### src/rtl/fifo_word_serializer.sv
// fifo_word_serializer
//   Read side of the 8-deep operand FIFO. When the FIFO is non-empty it pops one
//   Data-bit operand word. It then streams that word to the digit-serial
//   multiplier datapath as Data/Chunk chunks of Chunk bits, least-significant
//   chunk first, over a valid/ready handshake.
//
// Ports
//   clk          in   1      single clock, rising edge
//   rst          in   1      synchronous, active-high reset
//   fifo_data    in   Data   FIFO Data_out, valid the cycle after fifo_rd_en
//   fifo_empty   in   1      FIFO Out_Busy, 1 = empty
//   fifo_rd_en   out  1      FIFO pop strobe, one cycle per word
//   chunk_out    out  Chunk  current chunk (chunk 0 = fifo_data[Chunk-1:0])
//   chunk_valid  out  1      chunk_out holds a valid chunk
//   chunk_ready  in   1      consumer accepts chunk_out when valid && ready
//   chunk_last   out  1      qualifies the final chunk of a word
//   busy         out  1      high while a word is being loaded or sent
module fifo_word_serializer #(
  parameter int unsigned Data  = 512,
  parameter int unsigned Chunk = 64,
  parameter int unsigned Cnt_w = 3
) (
  input  logic             clk,
  input  logic             rst,
  input  logic [Data-1:0]  fifo_data,
  input  logic             fifo_empty,
  output logic             fifo_rd_en,
  output logic [Chunk-1:0] chunk_out,
  output logic             chunk_valid,
  input  logic             chunk_ready,
  output logic             chunk_last,
  output logic             busy
);

  localparam logic [1:0] S_IDLE = 2'd0;
  localparam logic [1:0] S_LOAD = 2'd1;
  localparam logic [1:0] S_SEND = 2'd2;

  localparam int unsigned        NChunk  = Data / Chunk;
  localparam logic [Cnt_w-1:0]   LastIdx = Cnt_w'(NChunk - 1);

  logic [1:0]       state_q, state_d;
  logic [Data-1:0]  sreg_q,  sreg_d;
  logic [Cnt_w-1:0] cnt_q,   cnt_d;

  logic is_last;
  assign is_last = (cnt_q == LastIdx);

  always_comb begin
    state_d = state_q;
    sreg_d  = sreg_q;
    cnt_d   = cnt_q;
    unique case (state_q)
      S_IDLE: begin
        if (!fifo_empty) state_d = S_LOAD;
      end
      S_LOAD: begin
        // The FIFO output is registered, so the popped word is only
        // present one cycle after the pop strobe.
        sreg_d  = fifo_data;
        cnt_d   = '0;
        state_d = S_SEND;
      end
      S_SEND: begin
        if (chunk_ready) begin
          sreg_d = sreg_q >> Chunk;
          cnt_d  = cnt_q + Cnt_w'(1);
          if (is_last) state_d = S_IDLE;
        end
      end
      default: state_d = S_IDLE;
    endcase
  end

  always_ff @(posedge clk) begin
    if (rst) begin
      state_q <= S_IDLE;
      sreg_q  <= '0;
      cnt_q   <= '0;
    end else begin
      state_q <= state_d;
      sreg_q  <= sreg_d;
      cnt_q   <= cnt_d;
    end
  end

  // The pop is the only combinational output. It is gated by rst so that a
  // word is never popped into a register that is being cleared.
  assign fifo_rd_en  = !rst && (state_q == S_IDLE) && !fifo_empty;
  assign chunk_valid = (state_q == S_SEND);
  assign chunk_out   = sreg_q[Chunk-1:0];
  assign chunk_last  = (state_q == S_SEND) && is_last;
  assign busy        = (state_q != S_IDLE);

endmodule
### config.mk
export PLATFORM = sky130hd
export DESIGN_NAME = fifo_word_serializer
export DESIGN_NICKNAME = d
export VERILOG_FILES = /design/src/rtl/fifo_word_serializer.sv
export SDC_FILE = /design/constraint.sdc
export NUM_CORES = 1
export LEC_CHECK = 0
export CAP_MARGIN = 0
export CORE_MARGIN = 3
export CORE_UTILIZATION = 50
export DETAILED_ROUTE_END_ITERATION = 16
export PLACE_DENSITY = 0.8
export SYNTH_ARGS = -nofsm -noshare
export SYNTH_HDL_FRONTEND = slang
export SYNTH_SLANG_ARGS = --single-unit
export TNS_END_PERCENT = 5
### constraint.sdc
create_clock -name clk -period 1.9 [get_ports clk]
set_input_delay 0.475 -clock clk [delete_from_list [all_inputs] [get_ports clk]]
set_output_delay 0.475 -clock clk [all_outputs]
set_load 0.02 [all_outputs]
==> results.json, run 1 <==
{
  "run_status": "complete, but fails checks",
  "violations": "negative setup slack",
  "setup_violations": 1,
  "worst_skew_pair.late_latency_ns": 0.59,
  "drt_iter0_markers": 1915,
  "rsz0062_at_grt": "true",
  "via_per_inst": 5.711,
  "numCtsBuffers": 54,
  "maxCapViolations": 0,
  "worstSetupPathType": "flop to output pin",
  "pwr_density_cell_mw_per_mm2": 899.5,
  "setup_tns_ns": -0.08342,
  "switching_power_mw": 7.983,
  "netSwitchingFraction": 0.2703,
  "fill_cells": 3593,
  "routedWlPerCell_um": 20.08,
  "clockPowerShare": 0.386,
  "synth_top_cells_by_count": "nor2_1 (898), dfxtp_1 (517), nor3_1 (450), nor4_2 (420), buf_2 (187)",
  "setup_ws_ns": -0.08342,
  "start_kind": "flop",
  "ys_seq_area_frac": 0.4243,
  "root_buffer": "clkbuf_16",
  "dieWidth_um": 226.9,
  "synth_top_area_share": 0.4243,
  "stdcell_area_mm2": 0.03284,
  "required_ns": 1.42,
  "fin_hold_ws_ns": 0.4409,
  "grt_max_degree": 77,
  "finClkSkew_ns": 0.01688,
  "worst_setup_path_end_kind": "output pin",
  "synth-edff-count": 0,
  "nNetsFinal": 3817,
  "start_util": 0.5087,
  "period_needed_ns": 1.983,
  "slew_violations": 0,
  "synthArstFlopShare": 0,
  "numPortBuffers": 583,
  "post_cts_buffers": 0,
  "grt_pass1_vias": 21870,
  "fin_crit_sh": 1.044,
  "areaGrowthSynthToFinish_pct": 34.62,
  "fmax_mhz": 504.2,
  "internal_power_mw": 21.55,
  "place_area_mm2": 0.03087,
  "antenna_left": 0,
  "die-area_mm2": 0.05147,
  "gp_congestion": 0.8658,
  "ys_ff_latch": 517,
  "crit_fanout": 2,
  "ios": 584,
  "worst_pin_slew_ns": 0.4941,
  "clock_path_buffers": 3,
  "timing.slew.headroom": 0.6706,
  "synth_fp_nets": 3390,
  "critPathSlowestCell": "dfxtp_2",
  "cts_tree": "built",
  "synth_area_leaders": "dfxtp_1 (42%), nor4_2 (22%), nor2_1 (14%), nor3_1 (9.2%), buf_2 (3.8%)",
  "seq_area_mm2": 0.01035,
  "synthesis.instances": 2872,
  "ir_drop_mv": 0.6512,
  "netlist_area_mm2": 0.02439,
  "ys.flop_type": "dfxtp_1",
  "dpl.cell_count": 3858,
  "syn_avg_cell_area_um2": 8.493,
  "dr.pass1.iters": 5,
  "antenna_found_initial": 26,
  "routed_wl_um": 79880,
  "die_h_um": 226.9,
  "clk_pin_slew_ns": 0.06,
  "drive_above_1_share": 0.1980,
  "worstPathCellList": "ha_4 > ha_4 > and2_4 > buf_6",
  "yosysUniqueCellTypes": 23,
  "final_cells": 3979,
  "grt_overflow": 0,
  "rows": 80,
  "grtUsageTotal": 0.2951,
  "via_count": 22730,
  "seqPwrFrac": 0.425,
  "core-area_mm2": 0.04795,
  "p_comb_frac": 0.188,
  "pre_cts_ws_ns": -0.2946,
  "ys.warnings.count": 0,
  "slowest_delay_ns": 0.34,
  "cp_top_family": "flip-flops",
  "multi_input_area_mm2": 0.01215,
  "hold_viol": 0,
  "cts_num_sinks": 517,
  "htree_levels": 2,
  "min_path_type": "primary input to flop",
  "crit_top_cell": "ha_4",
  "arrival_ns": 1.51,
  "synth_most_common_cell": "nor2_1",
  "synth_top_cell_by_area": "dfxtp_1",
  "leakagePower_nw": 12.98,
  "crit_buf_inv": 1,
  "drcViolationCount": 0,
  "grt_pass1_wl_um": 121100,
  "dp_hpwl_um": 58020
}
## power by group through the flow
| stage | registers [mW] | clock network (mW) | logic, mW |
|---|---|---|---|
| after global placement | 12.7 | 0 | 5.44 |
| after CTS | 12.5 | 11.5 | 5.56 |
| final | 12.6 | 11.4 | 5.56 |
| after global routing | 12.7 | 11.9 | 6.03 |
| after floorplan | 12.5 | 0 | 3.53 |
| after detailed placement | 12.8 | 0 | 5.61 |
## tightest hold or removal path, stage by stage
cell	delay [ns]
clkdlybuf4s50_1	0.39
nand2_1	0.06
a21oi_1	0.05
## final cells by class
class,count,share of cell area
multi-input combinational,2008,0.3699
inverter,2,0.0002286
sequential,517,0.3153
clock buffer,85,0.05212
timing repair buffer,716,0.2302
clock inverter,15,0.007201
antenna,21,0.001600
tap,615,0.02343
## stage by stage
stage,utilization,total power [mW]
floorplan,-,16.05
global placement,0.6438,18.16
detailed placement,0.6438,18.36
CTS,0.6833,29.61
global route,0.6848,30.62
finish,0.6849,29.54
## flip-flops by register name (all words and copies together) (netlist names)
| register | count |
|---|---|
| cnt_q | 3 |
| sreg_q | 512 |
| state_q | 2 |
## worst paths after layout
check	start	to	slack, ns	cells after the start
hold / removal	fifo_data[476]	sreg_q[476]	0.44	3
hold reg to reg	sreg_q[452]	sreg_q[452]	0.46	2
setup / recovery	cnt_q[1]	chunk_last	-0.08	4
setup reg to reg	state_q[0]	sreg_q[172]	0.15	6
## cells in the final DEF, fill, tap and decap left out, drive strengths merged, types with 2 or more instances in the layout
| cell | count |
|---|---|
| nor2 | 898 |
| dfxtp | 517 |
| clkdlybuf4s50 | 514 |
| nor3 | 450 |
| nor4 | 448 |
| buf | 138 |
| clkbuf | 85 |
| a21oi | 68 |
| nand2 | 65 |
| nand3 | 64 |
| dlygate4sd2 | 62 |
| diode | 21 |
| clkinv | 8 |
| bufinv | 6 |
| o211ai | 3 |
| inv | 3 |
| nor2b | 3 |
| a32oi | 2 |
| ha | 2 |
| clkdlybuf4s15 | 2 |
## cells by family after synthesis
family / Yosys count / synth area share
AOI/OAI and AO/OA: 74 / 0.01590
adders and majority gates: 2 / 0.001026
buffers and inverters: 347 / 0.08053
DFF: 517 / 0.4243
and+or+nand+nor: 1932 / 0.4782
## routing by layer
layer	GRT usage	share of wire
met5	0	0.00094
met4	0.1281	0.035
met3	0.05373	0.081
met2	0.4578	0.47
met1	0.4034	0.42
## what timing repair did
item | 4_1_cts | 5_1_grt
pin swaps | 0 | 2
endpoints found under the setup margin | 68 | 6
gates resized for setup | 89 | 8
hold buffers | 0 | 0
(Power assumes the default switching activity.)
==> run 2: changes to the inputs <==
--- a/config.mk
+++ b/config.mk
@@ -7,9 +7,10 @@
 export LEC_CHECK = 0
 export CAP_MARGIN = 0
 export CORE_MARGIN = 3
-export CORE_UTILIZATION = 50
+export CORE_UTILIZATION = 30
 export DETAILED_ROUTE_END_ITERATION = 16
-export PLACE_DENSITY = 0.8
+export MAX_ROUTING_LAYER = met4
+export SETUP_SLACK_MARGIN = 0.3
 export SYNTH_ARGS = -nofsm -noshare
 export SYNTH_HDL_FRONTEND = slang
 export SYNTH_SLANG_ARGS = --single-unit
==> run 2 against run 1 <==
  * The run still ends with negative setup slack left
  * Via count increased by 0.57%
  * Clock skew decreased by 0.0016 ns
  * Die area increased by 65%
  * Cell area increased by 16%
  * Wire length increased by 19%
  * Worst setup slack got worse by 0.0090 ns
  * Register-to-register slack got worse by 0.12 ns
  * Hold slack got worse by 0.093 ns
  * Sequential power about the same
  * First-iteration DRC count decreased by 21%
  * Non-clock buffer count increased by 103
  * Combinational power increased by 26%
  * Critical path type unchanged
==> results.json, run 2 (same netlist as run 1, synthesis figures left out) <==
{
  "cp_top_family": "flip-flops",
  "arrival_ns": 1.52,
  "drive_above_1_share": 0.3596,
  "required_ns": 1.42,
  "antenna_left": 0,
  "multi_input_area_mm2": 0.01459,
  "worst_pin_slew_ns": 0.7005,
  "via_count": 22860,
  "worst_setup_path_end_kind": "output pin",
  "p_total_mw": 31.83,
  "reg.largest.list": "sreg_q (512), cnt_q (3), state_q (2)",
  "period_needed_ns": 1.992,
  "core-area_mm2": 0.07977,
  "cts_num_sinks": 517,
  "fin_crit_sh": 1.049,
  "r2r_setup_slack_ns": 0.03,
  "crit_fanout": 2,
  "htree_levels": 2,
  "hold_depth": 3,
  "final_common_cell": "nor2_1",
  "worstPathCellList": "ha_4 > ha_4 > and2_4 > buf_6",
  "crit_top_cell": "ha_4",
  "ir_drop_mv": 0.6234,
  "nNetsFinal": 3925,
  "final_cell_mix": "nor2_1 (693), clkdlybuf4s50_1 (514), dfxtp_1 (455)",
  "numPortBuffers": 583,
  "largest_reg_flops": 512,
  "worstSetupPathType": "flop to output pin",
  "die_h_um": 291.1,
  "hold_viol": 0,
  "drt_iter0_markers": 1521,
  "rsz0062_at_grt": "true",
  "leakagePower_nw": 14.21,
  "antenna_found_initial": 16,
  "setup_ws_ns": -0.09241,
  "worst_skew_pair.late_latency_ns": 0.61,
  "start_kind": "flop",
  "via_per_inst": 5.053,
  "rows": 103,
  "ios": 584,
  "fin_hold_ws_ns": 0.3477,
  "fill_cells": 7482,
  "reg2reg_depth": 9,
  "grt_overflow": 0,
  "routed_wl_um": 94710,
  "critPathSlowestCell": "dfxtp_2",
  "gp_congestion": 0.8280,
  "setup_violations": 3,
  "cts.hold.buffers_added": 0,
  "drcViolationCount": 0,
  "crit_cells": 4,
  "grt_pass1_wl_um": 130600,
  "cts_tree": "built",
  "clock_path_buffers": 3,
  "dr.pass1.iters": 5,
  "dp_hpwl_um": 61520,
  "violations": "negative setup slack",
  "numCtsBuffers": 59,
  "die-area_mm2": 0.08477,
  "routedWlPerCell_um": 20.94,
  "run_status": "complete, but fails checks",
  "clk_pin_slew_ns": 0.06,
  "final_cells": 4523,
  "min_path_type": "primary input to flop",
  "slowest_delay_ns": 0.34,
  "seq_area_mm2": 0.01044,
  "timing.slew.headroom": 0.5330,
  "slew_violations": 0,
  "maxCapViolations": 0,
  "fmax_mhz": 501.9,
  "finClkSkew_ns": 0.01524,
  "grtUsageTotal": 0.1991,
  "grt_pass1_vias": 21780,
  "root_buffer": "clkbuf_16",
  "areaGrowthSynthToFinish_pct": 56.17,
  "dpl.cell_count": 4307,
  "grt_max_degree": 89,
  "crit_buf_inv": 1,
  "pwr_density_cell_mw_per_mm2": 835.6,
  "dieWidth_um": 291.1,
  "registers.top_by_ff_count": "sreg_q",
  "start_util": 0.3058
}
[run 2: changes by cell type in the layout (fill, tap and decap cells not counted), moves of 29 or more]
cell / change
dlygate4sd2_1: -62
dfxtp_1: -58
dfxtp_2: +54
nor2_2: +104
nor3_1: -138
buf_6: +100
buf_16: +29
nor3_2: +38
clkbuf_16: +32
nor3_4: +100
nor2_4: +100
nor2_1: -204
[run 2: metrics by stage]
step	util	setup slack [ns]	TNS (ns)	instance area, um2
2_1_floorplan	-	0.2332	0	24420
3_3_place_gp	0.3922	-0.4682	-103.81	31290
3_5_place_dp	0.3922	-0.4132	-107.30	31290
4_1_cts	0.4368	-0.1484	-0.3898	34840
5_1_grt	0.4774	-0.1498	-1.213	38090
6_report	0.4775	-0.09241	-0.1569	38090
[run 2: worst min-delay path: cells and delay by family]
family / cells / cell delay [ns]
AND/OR/NAND/NOR: 1 / 0.07
buffers and inverters: 2 / 0.35
[run 2: routing by layer]
| layer | wire length [um] | global-route usage | up-vias | part of all wire |
|---|---|---|---|---|
| li1 | - | - | 11070 | - |
| met1 | 43500 | 0.2746 | 11080 | 0.46 |
| met2 | 44350 | 0.3028 | 564 | 0.47 |
| met3 | 4180 | 0.02373 | 143 | 0.044 |
| met4 | 2680 | 0.06581 | 0 | 0.028 |
| met5 | 0 | - | - | 0 |
[run 2: layout make-up]
cell class                      instances  area share
Clock buffer                           91     0.04615
Multi-Input combinational cell       2008      0.3829
Tap cell                             1050     0.03449
Antenna cell                           19    0.001248
Inverter                                2   0.0002628
Sequential cell                       517      0.2740
Timing Repair Buffer                  819      0.2542
Clock inverter                         17    0.006766
[run 2: worst paths after layout]
kind,start,endpoint
setup / recovery,cnt_q[0],chunk_last
hold / removal,rst,sreg_q[193]
setup reg to reg,state_q[1],sreg_q[63]
hold reg to reg,sreg_q[484],sreg_q[484]
[run 2: power by group]
| group | internal (mW) | total [mW] | switching [mW] |
|---|---|---|---|
| clock network | 7.15 | 12.0 | 4.80 |
| logic | 3.67 | 7.01 | 3.33 |
| registers | 11.9 | 12.9 | 0.950 |
| total | 22.7 | 31.8 | 9.08 |
[run 2: repair_timing]
| action | in CTS | in global routing |
|---|---|---|
| pin swaps | 158 | 262 |
| cloned | 0 | 39 |
| endpoints found under the setup margin | 529 | 539 |
| resized for setup | 789 | 437 |
| buffers inserted | 3 | 47 |
==> run 3: changes to the inputs <==
--- a/config.mk
+++ b/config.mk
@@ -10,7 +10,9 @@
 export CORE_UTILIZATION = 30
 export DETAILED_ROUTE_END_ITERATION = 16
 export MAX_ROUTING_LAYER = met4
+export PLACE_DENSITY_LB_ADDON = 0.1
 export SETUP_SLACK_MARGIN = 0.3
+export SKIP_LAST_GASP = 1
 export SYNTH_ARGS = -nofsm -noshare
 export SYNTH_HDL_FRONTEND = slang
 export SYNTH_SLANG_ARGS = --single-unit
==> constraint.sdc (replaced) <==
create_clock -name clk -period 2.2 [get_ports clk]
set_input_delay 0.55 -clock clk [delete_from_list [all_inputs] [get_ports clk]]
set_output_delay 0.55 -clock clk [all_outputs]
set_load 0.02 [all_outputs]
==> run 3 against run 2 <==
  * Highest routed layer unchanged
  * The run now ends clean
  * Flip-flop and latch count unchanged
  * Critical endpoint is now chunk_out[11]
  * Worst setup slack better by 0.18 ns
  * Final cell count down 2.6%
  * Via count down 5.1%
==> results.json, run 3 (same netlist as run 1, synthesis figures left out) <==
{
  "grt_pass1_wl_um": 132200,
  "drive_above_1_share": 0.1945,
  "via_per_inst": 4.921,
  "slowest_delay_ns": 0.61,
  "die_h_um": 291.1,
  "final_common_cell": "nor2_1",
  "antenna_found_initial": 29,
  "cp_top_family": "buffers and inverters",
  "numCtsBuffers": 59,
  "fill_cells": 8078,
  "ios": 584,
  "pwr_density_cell_mw_per_mm2": 785.5,
  "worstSetupPathType": "flop to output pin",
  "worst_setup_path_end_kind": "output pin",
  "clock_path_buffers": 3,
  "r2r_setup_slack_ns": 0.30,
  "grt_overflow": 0,
  "root_buffer": "clkbuf_16",
  "cts_tree": "built",
  "die-area_mm2": 0.08477,
  "start_util": 0.3058,
  "startpoint": "sreg_q[11]",
  "clk_pin_slew_ns": 0.06,
  "grt_max_degree": 110,
  "crit_cells": 1,
  "drt_iter0_markers": 1248,
  "worst_pin_slew_ns": 0.6655,
  "gp_congestion": 0.8565,
  "via_count": 21690,
  "fmax_mhz": 472.5,
  "routedWlPerCell_um": 19.68,
  "required_ns": 1.65,
  "reg.largest.list": "sreg_q (512), cnt_q (3), state_q (2)",
  "crit_buf_inv": 1,
  "finClkSkew_ns": 0.02186,
  "fin_crit_sh": 0.9619,
  "worst_skew_pair.late_latency_ns": 0.62,
  "run_status": "completed",
  "place_area_mm2": 0.03106,
  "dieWidth_um": 291.1,
  "antenna_left": 0,
  "dr.pass1.iters": 5,
  "grtUsageMet2": 0.2903,
  "setup_ws_ns": 0.08381,
  "cts.hold.buffers_added": 0,
  "routed_wl_um": 86740,
  "reg2reg_to": "sreg_q[18]",
  "start_kind": "flop",
  "nNetsFinal": 3801,
  "utilization": 0.4173,
  "numPortBuffers": 583,
  "crit_fanout": 2,
  "period_needed_ns": 2.116,
  "timing.slew.headroom": 0.5564,
  "worstSetupEndpoint": "chunk_out[11]",
  "hold_depth": 2,
  "stdcell_area_mm2": 0.03329,
  "final_cell_mix": "nor2_1 (897), clkdlybuf4s50_1 (541), dfxtp_1 (513)",
  "grt_busiest_layer": "met2",
  "cts_num_sinks": 517,
  "grt_pass1_vias": 21860,
  "ir_drop_mv": 0.4999,
  "slew_violations": 0,
  "arrival_ns": 1.57,
  "htree_levels": 2,
  "maxCapViolations": 0,
  "reg2reg_depth": 7,
  "grt_use_met3": 0.03799,
  "largest_reg_flops": 512,
  "grt_use_met1": 0.2892,
  "hold_viol": 0,
  "min_path_type": "flop to flop",
  "dp_hpwl_um": 63530,
  "rsz0062_at_grt": "true",
  "core-area_mm2": 0.07977,
  "areaGrowthSynthToFinish_pct": 36.47,
  "setup_violations": 0,
  "drcViolationCount": 0,
  "setup_tns_ns": 0,
  "rr_startpoint": "state_q[0]",
  "worstPathCellList": "clkdlybuf4s50_1",
  "pre_cts_ws_ns": -0.2722,
  "p_total_mw": 26.15,
  "registers.top_by_ff_count": "sreg_q",
  "rows": 103,
  "grtUsageTotal": 0.2018,
  "leakagePower_nw": 12.93,
  "critPathSlowestCell": "clkdlybuf4s50_1"
}
## run 3: area by class of cell
| class | count | area [um2] | share of cell area |
|---|---|---|---|
| Antenna cell | 26 | 65.06 | 0.001955 |
| Clock buffer | 88 | 1778 | 0.05341 |
| Clock inverter | 21 | 309.0 | 0.009284 |
| Inverter | 2 | 7.507 | 0.0002255 |
| Multi-Input combinational cell | 2008 | 12150 | 0.3649 |
| Sequential cell | 517 | 10350 | 0.3111 |
| Tap cell | 1050 | 1314 | 0.03947 |
| Timing Repair Buffer | 695 | 7315 | 0.2197 |
## run 3: through the flow
step	hold slack, ns	cells
finish	0.4621	4407
global route	0.4596	4405
CTS	0.4385	4381
detailed placement	0.4575	4269
global placement	0.4520	4269
floorplan	0.4439	2872
## run 3: what timing repair did
item,4_1_cts,5_1_grt
buffers inserted,3,0
endpoints found under the setup margin,68,244
resized for setup,60,13
cloned,0,0
## run 3: power breakdown
part | internal (mW) | leakage [nW] | total (mW) | switching, mW
Sequential | 10.3 | 4.25 | 10.9 | 0.578
Clock | 6.48 | 1.04 | 10.6 | 4.08
Combinational | 2.29 | 7.64 | 4.73 | 2.44
## run 3: worst min-delay path by stage
stage                              start     endpoint  slack [ns]
after floorplan              sreg_q[448]  sreg_q[448]        0.44
after global placement       sreg_q[507]  sreg_q[507]        0.45
after detailed placement     sreg_q[496]  sreg_q[496]        0.46
after CTS                 fifo_data[459]  sreg_q[459]        0.44
after global routing      fifo_data[462]  sreg_q[462]        0.46
final                        sreg_q[461]  sreg_q[461]        0.46
## run 3: routing by layer
metal,share of wire,up-vias
met4,0.019,0
met2,0.44,550
li1,-,10780
met1,0.49,10260
met3,0.053,95
met5,0,-
